`src/rtl/d5m_axis_packer.sv`:
```
// d5m_axis_packer: D5M pixel port to AXI4-Stream bridge.
// Packs PIXELS_PER_BEAT pixels per beat (first pixel in the LSBs), flags
// start-of-frame on tuser and end-of-line on tlast, and buffers beats in a
// FIFO_DEPTH-entry FIFO with sticky overflow and a completed-frame counter.
// Optional line/frame geometry checking is built when the macro
// D5M_AXIS_PACKER_GEOM_CHECK_EN is defined; otherwise width_err/height_err
// are tied low.
module d5m_axis_packer #(
    parameter int unsigned DATA_WIDTH      = 24,
    parameter int unsigned PIXELS_PER_BEAT = 2,
    parameter int unsigned FIFO_DEPTH      = 16,
    parameter int unsigned IMG_WIDTH       = 1920,
    parameter int unsigned IMG_HEIGHT      = 1080
) (
    input  logic                                  clk,
    input  logic                                  reset,
    input  logic                                  ifval,
    input  logic                                  ilval,
    input  logic [DATA_WIDTH-1:0]                 idata,
    input  logic                                  m_axis_tready,
    output logic                                  m_axis_tvalid,
    output logic [DATA_WIDTH*PIXELS_PER_BEAT-1:0] m_axis_tdata,
    output logic [PIXELS_PER_BEAT-1:0]            m_axis_tkeep,
    output logic                                  m_axis_tuser,
    output logic                                  m_axis_tlast,
    output logic                                  overflow,
    output logic [15:0]                           frame_count,
    output logic                                  width_err,
    output logic                                  height_err
);

    localparam int unsigned BEAT_W  = DATA_WIDTH * PIXELS_PER_BEAT;
    localparam int unsigned CNT_W   = $clog2(PIXELS_PER_BEAT + 1);
    localparam int unsigned AW      = $clog2(FIFO_DEPTH);
    localparam int unsigned FCNT_W  = AW + 1;
    localparam int unsigned ENTRY_W = BEAT_W + PIXELS_PER_BEAT + 2;
    localparam int unsigned FC_W    = 16;

    typedef enum logic [1:0] {
        WAIT_SOF = 2'd0,
        ACTIVE   = 2'd1,
        FLUSH    = 2'd2
    } state_t;

    state_t state_q, state_d;

    logic                  ifval_prev_q, ilval_prev_q;
    logic [BEAT_W-1:0]     asm_data_q, asm_data_d;
    logic [CNT_W-1:0]      asm_cnt_q, asm_cnt_d;
    logic [BEAT_W-1:0]     hold_data_q, hold_data_d;
    logic                  hold_valid_q, hold_valid_d;
    logic                  sof_pending_q, sof_pending_d;
    logic                  overflow_q, overflow_d;
    logic [FC_W-1:0]       frame_count_q, frame_count_d;

    logic [ENTRY_W-1:0]    mem_q [FIFO_DEPTH];
    logic [AW-1:0]         rd_ptr_q, rd_ptr_d, wr_ptr_q, wr_ptr_d;
    logic [FCNT_W-1:0]     fifo_cnt_q, fifo_cnt_d;
    logic                  out_valid_q, out_valid_d;
    logic [ENTRY_W-1:0]    out_entry_q, out_entry_d;

    logic                  if_rise, if_fall, il_fall;
    logic                  frame_start, frame_end, line_end, accept;
    logic                  push, pop, fifo_full, wr_en;
    logic [BEAT_W-1:0]     push_data;
    logic [PIXELS_PER_BEAT-1:0] push_keep;
    logic                  push_user, push_last;
    logic [ENTRY_W-1:0]    push_entry;

    // Frame/line edge detection and event decode.
    always_comb begin
        if_rise     = ifval & ~ifval_prev_q;
        if_fall     = ~ifval & ifval_prev_q;
        il_fall     = ~ilval & ilval_prev_q;
        frame_start = if_rise && (state_q != ACTIVE);
        frame_end   = if_fall && (state_q != WAIT_SOF);
        line_end    = (state_q == ACTIVE) && (il_fall || if_fall);
        accept      = (state_q == ACTIVE) && !line_end && ifval && ilval;
    end

    // Packing FSM: next state, assembly/hold registers and push requests.
    always_comb begin
        state_d       = state_q;
        asm_data_d    = asm_data_q;
        asm_cnt_d     = asm_cnt_q;
        hold_data_d   = hold_data_q;
        hold_valid_d  = hold_valid_q;
        sof_pending_d = sof_pending_q;
        overflow_d    = overflow_q;
        frame_count_d = frame_count_q;
        push          = 1'b0;
        push_data     = '0;
        push_keep     = '0;
        push_last     = 1'b0;

        case (state_q)
            WAIT_SOF: begin
                if (frame_start) begin
                    state_d = ACTIVE;
                end
            end
            ACTIVE: begin
                if (line_end) begin
                    if (hold_valid_q) begin
                        push         = 1'b1;
                        push_data    = hold_data_q;
                        push_keep    = '1;
                        push_last    = (asm_cnt_q == '0);
                        hold_valid_d = 1'b0;
                    end
                    if (asm_cnt_q != '0) begin
                        state_d = FLUSH;
                    end else if (if_fall) begin
                        state_d = WAIT_SOF;
                    end
                end else if (accept) begin
                    if (hold_valid_q) begin
                        push         = 1'b1;
                        push_data    = hold_data_q;
                        push_keep    = '1;
                        hold_valid_d = 1'b0;
                    end
                    for (int i = 0; i < int'(PIXELS_PER_BEAT); i++) begin
                        if (asm_cnt_q == CNT_W'(i)) begin
                            asm_data_d[i*DATA_WIDTH +: DATA_WIDTH] = idata;
                        end
                    end
                    if (asm_cnt_q == CNT_W'(PIXELS_PER_BEAT - 1)) begin
                        hold_data_d  = asm_data_d;
                        hold_valid_d = 1'b1;
                        asm_data_d   = '0;
                        asm_cnt_d    = '0;
                    end else begin
                        asm_cnt_d = asm_cnt_q + CNT_W'(1);
                    end
                end
            end
            FLUSH: begin
                push      = 1'b1;
                push_data = asm_data_q;
                push_last = 1'b1;
                for (int i = 0; i < int'(PIXELS_PER_BEAT); i++) begin
                    push_keep[i] = (CNT_W'(i) < asm_cnt_q);
                end
                asm_data_d = '0;
                asm_cnt_d  = '0;
                state_d    = ifval ? ACTIVE : WAIT_SOF;
            end
            default: begin
                state_d = WAIT_SOF;
            end
        endcase

        push_user = sof_pending_q;
        if (push) begin
            sof_pending_d = 1'b0;
        end
        if (frame_start) begin
            sof_pending_d = 1'b1;
        end

        if (frame_end) begin
            frame_count_d = frame_count_q + FC_W'(1);
        end

        if (push && fifo_full && !pop) begin
            overflow_d = 1'b1;
        end else if (frame_start) begin
            overflow_d = 1'b0;
        end
    end

    // FIFO pointers and the registered output stage (one cycle behind writes).
    always_comb begin
        pop         = out_valid_q && m_axis_tready;
        fifo_full   = (fifo_cnt_q == FCNT_W'(FIFO_DEPTH));
        wr_en       = push && (!fifo_full || pop);
        push_entry  = {push_user, push_last, push_keep, push_data};
        rd_ptr_d    = rd_ptr_q + AW'(pop);
        wr_ptr_d    = wr_ptr_q + AW'(wr_en);
        fifo_cnt_d  = fifo_cnt_q + FCNT_W'(wr_en) - FCNT_W'(pop);
        out_valid_d = ((fifo_cnt_q - FCNT_W'(pop)) != '0);
        out_entry_d = out_valid_d ? mem_q[rd_ptr_d] : '0;
    end

    // Beat storage; contents are only observed through the valid-gated output.
    always_ff @(posedge clk) begin
        if (wr_en) begin
            mem_q[wr_ptr_q] <= push_entry;
        end
    end

    // State registers. ifval history resets high so a frame in progress at
    // reset release is not mistaken for a new start of frame.
    always_ff @(posedge clk or posedge reset) begin
        if (reset) begin
            state_q       <= WAIT_SOF;
            ifval_prev_q  <= 1'b1;
            ilval_prev_q  <= 1'b0;
            asm_data_q    <= '0;
            asm_cnt_q     <= '0;
            hold_data_q   <= '0;
            hold_valid_q  <= 1'b0;
            sof_pending_q <= 1'b0;
            overflow_q    <= 1'b0;
            frame_count_q <= '0;
            rd_ptr_q      <= '0;
            wr_ptr_q      <= '0;
            fifo_cnt_q    <= '0;
            out_valid_q   <= 1'b0;
            out_entry_q   <= '0;
        end else begin
            state_q       <= state_d;
            ifval_prev_q  <= ifval;
            ilval_prev_q  <= ilval;
            asm_data_q    <= asm_data_d;
            asm_cnt_q     <= asm_cnt_d;
            hold_data_q   <= hold_data_d;
            hold_valid_q  <= hold_valid_d;
            sof_pending_q <= sof_pending_d;
            overflow_q    <= overflow_d;
            frame_count_q <= frame_count_d;
            rd_ptr_q      <= rd_ptr_d;
            wr_ptr_q      <= wr_ptr_d;
            fifo_cnt_q    <= fifo_cnt_d;
            out_valid_q   <= out_valid_d;
            out_entry_q   <= out_entry_d;
        end
    end

    assign m_axis_tvalid = out_valid_q;
    assign m_axis_tdata  = out_entry_q[BEAT_W-1:0];
    assign m_axis_tkeep  = out_entry_q[BEAT_W +: PIXELS_PER_BEAT];
    assign m_axis_tlast  = out_entry_q[ENTRY_W-2];
    assign m_axis_tuser  = out_entry_q[ENTRY_W-1];
    assign overflow      = overflow_q;
    assign frame_count   = frame_count_q;

`ifdef D5M_AXIS_PACKER_GEOM_CHECK_EN
    localparam int unsigned GEOM_W = 16;

    logic [GEOM_W-1:0] line_px_q, line_px_d;
    logic [GEOM_W-1:0] line_cnt_q, line_cnt_d;
    logic              width_err_q, width_err_d;
    logic              height_err_q, height_err_d;

    // Per-line pixel count and per-frame line count against the expected geometry.
    always_comb begin
        line_px_d    = line_px_q;
        line_cnt_d   = line_cnt_q;
        width_err_d  = width_err_q;
        height_err_d = height_err_q;

        if (line_end) begin
            if (line_px_q != '0) begin
                if (line_px_q != GEOM_W'(IMG_WIDTH)) begin
                    width_err_d = 1'b1;
                end
                line_cnt_d = line_cnt_q + GEOM_W'(1);
            end
            line_px_d = '0;
        end else if (accept) begin
            line_px_d = line_px_q + GEOM_W'(1);
        end

        if (frame_end) begin
            if (line_cnt_d != GEOM_W'(IMG_HEIGHT)) begin
                height_err_d = 1'b1;
            end
            line_cnt_d = '0;
            line_px_d  = '0;
        end

        if (frame_start) begin
            line_px_d    = '0;
            line_cnt_d   = '0;
            width_err_d  = 1'b0;
            height_err_d = 1'b0;
        end
    end

    // Geometry counter and sticky error registers.
    always_ff @(posedge clk or posedge reset) begin
        if (reset) begin
            line_px_q    <= '0;
            line_cnt_q   <= '0;
            width_err_q  <= 1'b0;
            height_err_q <= 1'b0;
        end else begin
            line_px_q    <= line_px_d;
            line_cnt_q   <= line_cnt_d;
            width_err_q  <= width_err_d;
            height_err_q <= height_err_d;
        end
    end

    assign width_err  = width_err_q;
    assign height_err = height_err_q;
`else
    logic unused_geom_params;

    assign unused_geom_params = (IMG_WIDTH != 0) ^ (IMG_HEIGHT != 0);
    assign width_err          = 1'b0;
    assign height_err         = 1'b0;
`endif

endmodule

```
`config.mk`:
```
export PLATFORM = sky130hd
export DESIGN_NAME = d5m_axis_packer
export DESIGN_NICKNAME = d
export VERILOG_FILES = /design/src/rtl/d5m_axis_packer.sv
export SDC_FILE = /design/constraint.sdc
export NUM_CORES = 1
export LEC_CHECK = 0
export ABC_AREA = 1
export BUFFER_PORTS_ARGS = -buffer_cell sky130_fd_sc_hd__buf_2
export CELL_PAD_IN_SITES_DETAIL_PLACEMENT = 0
export CELL_PAD_IN_SITES_GLOBAL_PLACEMENT = 2
export CORE_UTILIZATION = 46
export CTS_CLUSTER_DIAMETER = 80
export DETAILED_ROUTE_END_ITERATION = 10
export GPL_TIMING_DRIVEN = 0
export PLACE_DENSITY_LB_ADDON = 0.1
export SLEW_MARGIN = 20
export SYNTH_ARGS = -nofsm -noshare
export SYNTH_HDL_FRONTEND = slang
export SYNTH_SLANG_ARGS = --single-unit
```
`constraint.sdc`:
```
create_clock -name clk -period 12.95 [get_ports clk]
set_input_delay 0.6475 -clock clk [delete_from_list [all_inputs] [get_ports clk]]
set_output_delay 0.6475 -clock clk [all_outputs]
set_load 0.01 [all_outputs]
```
==> results of run 1 <==
-- cell usage after synthesis --
cell type,instances
nand2_1,1224
edfxtp_1,832
nand3_1,636
nor2_1,216
dfrtp_1,186
buf_2,141
a21oi_1,130
inv_1,89
clkbuf_1,54
o21ai_1,24
o21ai_0,22
ha_1,17
buf_1,12
nand3_2,12
xor2_1,12
o22ai_1,11
buf_4,10
nor2_4,9
inv_2,8
nand4_1,7
xnor2_1,5
buf_6,3
nor2_2,2
a21oi_2,1
clkinv_2,1
conb_1,1
dfstp_2,1
fa_1,1
mux2_2,1
nand2_2,1
nand3_4,1
nand3b_1,1
nand3b_4,1
nor3_1,1
nor3_2,1
nor3b_1,1
o211ai_1,1
or2_2,1
xnor2_2,1
-- worst paths after layout --
check / end / slack, ns / startpoint / cells past startpoint
min: ilval_prev_q / 0.15 / ilval / 1
min in group asynchronous: frame_count[12] / 0.52 / reset / 3
max reg2reg: out_entry_q[7] / 9.34 / m_axis_tvalid / 12
max: out_entry_q[7] / 9.34 / m_axis_tvalid / 12
max in group asynchronous: out_entry_q[35] / 11.26 / reset / 5
min reg2reg: hold_data_q[41] / 0.48 / hold_data_q[41] / 2
-- metal layers --
metal	vias up	routed length, microns	track usage
met2	1096	60700	0.468
met5	-	0	0
li1	13200	-	-
met1	14100	54200	0.390
met3	199	9580	0.0463
met4	0	4000	0.0945
-- metrics by stage --
step	hold WS, ns	setup WS, ns	total power, mW
2_1_floorplan	0.443	7.22	6.97
3_3_place_gp	0.456	4.35	8.84
3_5_place_dp	0.459	8.99	8.97
4_1_cts	0.114	9.33	12.0
5_1_grt	0.123	9.16	12.6
6_report	0.148	9.34	11.9
-- report_power, final --
group / switching (mW) / internal, mW / leakage (nW)
registers: 0.140 / 3.87 / 10.5
clock network: 1.26 / 1.75 / 1.69
logic: 3.59 / 1.32 / 6.86
-- kinds of logic (layout without fill, tap and decap cells) --
family                   Yosys count  in the layout  synth area share
adder cells (fa/ha/maj)           18             18           0.00562
AND/OR/NAND/NOR                 2114           2114             0.216
XOR/XNOR                          18             18           0.00399
flip-flops                      1019           1019             0.716
AO/OA/AOI/OAI                    189            189            0.0233
multiplexers                       1              1          0.000272
other                              1              4         0.0000905
buffers and inverters            318            687            0.0346
-- flip-flops by register name, summed over array words and instances (netlist names), 4 cells and up --
signal       flops
mem_q          832
out_entry_q     52
asm_data_q      48
hold_data_q     48
frame_count     16
fifo_cnt_q       5
rd_ptr_q         4
wr_ptr_q         4
-- cell usage in the layout (no fill, tap or decap), drive strengths merged, types with 46 or more instances in the layout --
cell / instances
clkbuf: 205
nand2: 1225
dfrtp: 186
nor2: 227
edfxtp: 832
inv: 98
nand3: 649
buf: 334
a21oi: 131
o21ai: 46
-- area by class of cell --
| cell class | instances | area, sq um |
|---|---|---|
| Multi-Input combinational cell | 2342 | 10600 |
| Antenna cell | 2 | 5.00 |
| Buffer | 220 | 1060 |
| Timing Repair Buffer | 169 | 1860 |
| Inverter | 98 | 377 |
| Clock buffer | 151 | 3050 |
| Tap cell | 1165 | 1460 |
| Fill cell | 7547 | 40300 |
| Clock inverter | 49 | 380 |
| Sequential cell | 1019 | 29700 |
==> metrics.txt, run 1 <==
Worst Path Arrival 4.15 ns; area fraction of the dominant cell type after synthesis 0.603; # setup viols final 0; min Tclk post-route 3.61 ns; CTS tree done; drt first pass iters 11; first-pass GRT wire length 188000 microns; Final Slew Violations 0; Via density 5.49; Worst Tran Pin Value 1.03 ns; sequential area share after synthesis 0.716; vias in the first global route 28100; Finished Core Util 0.546; final antenna-violating net count 0; cts repair resizes 0; period utilization 0.278; Critical Path Sink Type register; Sink Count 1019; Setup TNS Final 0 ns; CP top delay family buffers and inverters; H-Tree Level Count 3; GPL Wtd Cong 0.825; CP max stage delay 0.73 ns; NumNets Final 4004; Pwr Density 246 nW/um^2; clock-pin slew on the worst setup and hold paths 0.06 ns; status finished, violations left; FMAX 277 MHz; post-CTS setup buffers 0; initial antenna violation count 4; gr ovfl total 0; top cell type by total area after synthesis edfxtp_1; Ports 101; gr usage total 0.286; Chip Width 302 microns; Synth-to-Final Area Change 17.0%; Rows 109; register bit total from synthesis 1019; unrepaired setup endpoints after global routing no; Core Region 88800 sq um; Setup CP Type reg2reg; die area 91200 sq um; Lkg Pwr 19.0 nW; Clk Tree Root Cell clkbuf_16; crit path cell chain nand2_1 > inv_1 > ha_1 > ha_1 > inv_2 > buf_2 > clkbuf_1 > nand3_1 > nand3_1 > nand2_1 > nor2_1 > nor2_1; Synth cell types 39; Residual DRC 8; Post-Syn Area 41400 sq um; Max-cap violations 0; DR iter-0 viols 2618; Worst Hold Class in2reg; synthesized area per cell 11.3 sq um; Final Hold Fails 0; Clock Path Buffers 3; final instance area 48400 sq um; port buffer count 98; Die Y-Extent 302 microns; clk_lat worst skew 0.68 ns; WL/cell 24.6 microns; Critical Path Start Type register; Setup Skew 0.0319 ns; slowest stage cell on the critical path clkbuf_1; Max VDD drop 0.155 mV; failing checks DRC; CTS buffer count 107; CP Buf/Inv Count 4; Critical Path Fanout Max 11; hold_buf cts 1; share of post-route cells with drive strength above 1 0.142; Layout Cells excl Fill 5215; synth top area cells edfxtp_1 60%, dfrtp_1 11%, nand2_1 11%, nand3_1 7.7%, nor2_1 2.0%; DPL Wire Length 88000 microns; DR vias 28600; Initial Util 0.467; warnings from Yosys 0; slew margin rel. 0.313; Total Wirelength 128000 microns; dpl cell area 45000 sq um; Mapped Cells 3678; placed cell count 5012; Required @ worst endpoint 13.49 ns; largest net degree at the start of global routing 77
(Power assumes the default switching activity.)
==> run 2, diff against run 1 <==
CORE_UTILIZATION = 38   (was 46)
clock period = 3 ns   (was 12.95 ns; I/O delays follow)
==> run 2 against run 1 <==
Effect of this change: the flow now finishes without violations; cell count increased by 5.9%; clock skew fell by 0.00082 ns; critical path depth down 6; sequential power increased to 4.3 times the previous value; sequential cell count unchanged; total power grew to 4.5 times the previous value; combinational power increased to 4.6 times the previous value; clock-buffer cell count up 3; sequential share of layout area decreased by 1.7 points.
==> metrics.txt, run 2 (synthesis gave the netlist of run 1 again) <==
status complete, no violations; crit path cell chain inv_2 > ha_1 > inv_1 > clkbuf_1 > clkbuf_2 > a21oi_2; die area 110000 sq um (+21%); largest net degree at the start of global routing 30 (-61%); Worst Path Arrival 3.33 ns (-0.82 ns); Worst Tran Pin Value 1.13 ns (+0.104 ns); FMAX 338 MHz (+22%); first-pass GRT wire length 196000 microns (+4.3%); Max-cap violations 0 (unchanged); multi-input logic area 10600 sq um (+0.54%); DPL Wire Length 93800 microns (+6.5%); Core Region 108000 sq um (+21%); Die Y-Extent 332 microns (+10%); Setup Skew 0.0311 ns (-0.000818 ns); Most flops, register mem_q; WL/cell 24.7 microns (+0.33%); slowest stage cell on the critical path a21oi_2; Worst Hold Class in2reg; fill cell count 10000 (+33%); Required @ worst endpoint 3.37 ns (-10.12 ns); most common cell after layout, fill and taps aside nand2_1; Clk Tree Root Cell clkbuf_16; Setup CP Type reg2reg; Final Slew Violations 0 (unchanged); Total Wirelength 136000 microns (+6.2%); initial antenna violation count 8 (+4); Sink Count 1019 (unchanged); Initial Util 0.385 (-0.0812); Critical Path Fanout Max 16 (+5); DR iter-0 viols 2491 (-4.9%); FF/Latch Area 29700 sq um (unchanged); Lkg Pwr 19.6 nW (+2.7%); port buffer count 98 (unchanged); commonest non-fill, non-tap cells in the layout 1223 x nand2_1, 832 x edfxtp_1, 635 x nand3_1; gr usage total 0.247 (-0.0387); Final Hold Fails 0 (unchanged); final instance area 49800 sq um (+2.9%); GR met3 Demand/Resource 0.0396 (-0.00668); min Tclk post-route 2.96 ns (-0.649 ns); M1 GR Usage 0.342 (-0.0477); share of post-route cells with drive strength above 1 0.160 (+0.0174); gr ovfl total 0 (unchanged); flip-flop count of the largest register after layout 832 (unchanged); Chip Width 332 microns (+10%); Tot Pwr 53.3 mW (+350%); largest registers mem_q x832, out_entry_q x52; DR vias 28000 (-2.0%); grt met2 use 0.403 (-0.0653); Pwr Density 1070 nW/um^2 (+330%); Clock Path Buffers 3 (unchanged); Finished Core Util 0.464 (-0.0820); global route hottest layer met2; Critical Path Start Type register; Rows 120 (+10%); dpl cell area 45600 sq um (+1.3%); Residual DRC 0 (-8); drt first pass iters 5 (-6); Max VDD drop 0.575 mV (+270%); Critical Path Sink Type register; final antenna-violating net count 0 (unchanged); H-Tree Level Count 3 (unchanged); GPL Wtd Cong 0.800 (-3.1%); clk_lat worst skew 0.71 ns (+0.03 ns); period utilization 0.986 (+0.707); CTS tree done; Synth-to-Final Area Change 20.3%; clock-pin slew on the worst setup and hold paths 0.06 ns (about the same); Setup TNS Final 0 ns (unchanged); CP max stage delay 0.74 ns (about the same); CTS buffer count 112 (+4.7%); Via density 5.08 (-7.4%); # setup viols final 0 (unchanged); slew margin rel. 0.244 (-0.0695); NumNets Final 4063 (+1.5%); Ports 101 (unchanged); vias in the first global route 27000 (-3.8%); unrepaired setup endpoints after global routing yes
-- run 2: cell types whose count changed in the layout (fill, tap and decap cells not counted), sizes merged --
cell	change
clkinvlp	+3
buf	+10
dlygate4sd3	+28
diode	+1
inv	+2
clkinv	+3
bufinv	+2
clkbuf	+19
-- run 2: cell type report --
class | instances | area share
sequential | 1019 | 0.595
multi-input combinational | 2342 | 0.214
clock buffer | 154 | 0.0624
timing repair buffer | 223 | 0.0505
tap | 1403 | 0.0352
buffer | 220 | 0.0245
clock inverter | 59 | 0.0109
inverter | 98 | 0.00778
antenna | 3 | 0.000151
-- run 2: per-layer routing --
layer / vias up / share of wire
li1: 13300 / -
met1: 13800 / 0.45
met2: 768 / 0.47
met3: 179 / 0.055
met4: 0 / 0.024
met5: - / 0
-- run 2: repair_timing --
item | in CTS | in global routing
hold endpoints to repair | 192 | 0
setup buffers | 7 | 3
resized for setup | 59 | 39
pin swaps | 1 | 0
setup endpoints to repair | 528 | 215
cloned | 0 | 0
hold buffers | 29 | 0
-- run 2: path summary, 6_finish.rpt --
check | end | slack [ns] | startpoint | cells after the start
setup / recovery | mem_q[4][4] | 0.04 | state_q[1] | 6
hold / removal | ifval_prev_q | 0.16 | ifval | 2
setup reg to reg | mem_q[4][4] | 0.04 | state_q[1] | 6
hold reg to reg | hold_data_q[16] | 0.47 | hold_data_q[16] | 2
max in group asynchronous | out_entry_q[38] | 1.41 | reset | 7
min in group asynchronous | asm_data_q[7] | 0.57 | reset | 4
-- run 2: metrics by stage --
| stage | setup slack, ns | hold WS [ns] | std cells |
|---|---|---|---|
| final | 0.0424 | 0.165 | 5521 |
| after global routing | -0.110 | 0.156 | 5518 |
| after CTS | 0.00455 | 0.126 | 5515 |
| after detailed placement | -0.902 | 0.179 | 5266 |
| after global placement | -4.87 | 0.315 | 5180 |
| after floorplan | -0.936 | 0.154 | 3679 |
-- run 2: power by group --
group | internal (mW) | total (mW) | leakage [nW] | switching, mW
Clock | 7.94 | 13.7 | 1.80 | 5.75
Sequential | 16.7 | 17.3 | 10.5 | 0.616
Combinational | 6.17 | 22.3 | 7.27 | 16.1
Total | 30.8 | 53.3 | 19.6 | 22.5
-- run 2: worst max-delay path: cells and delay by family (launching register included) --
kind / cells / cell delay, ns
adder cells (fa/ha/maj): 1 / 0.39
buffers and inverters: 4 / 1.05
flip-flops: 1 / 0.42
AO/OA/AOI/OAI: 1 / 0.74
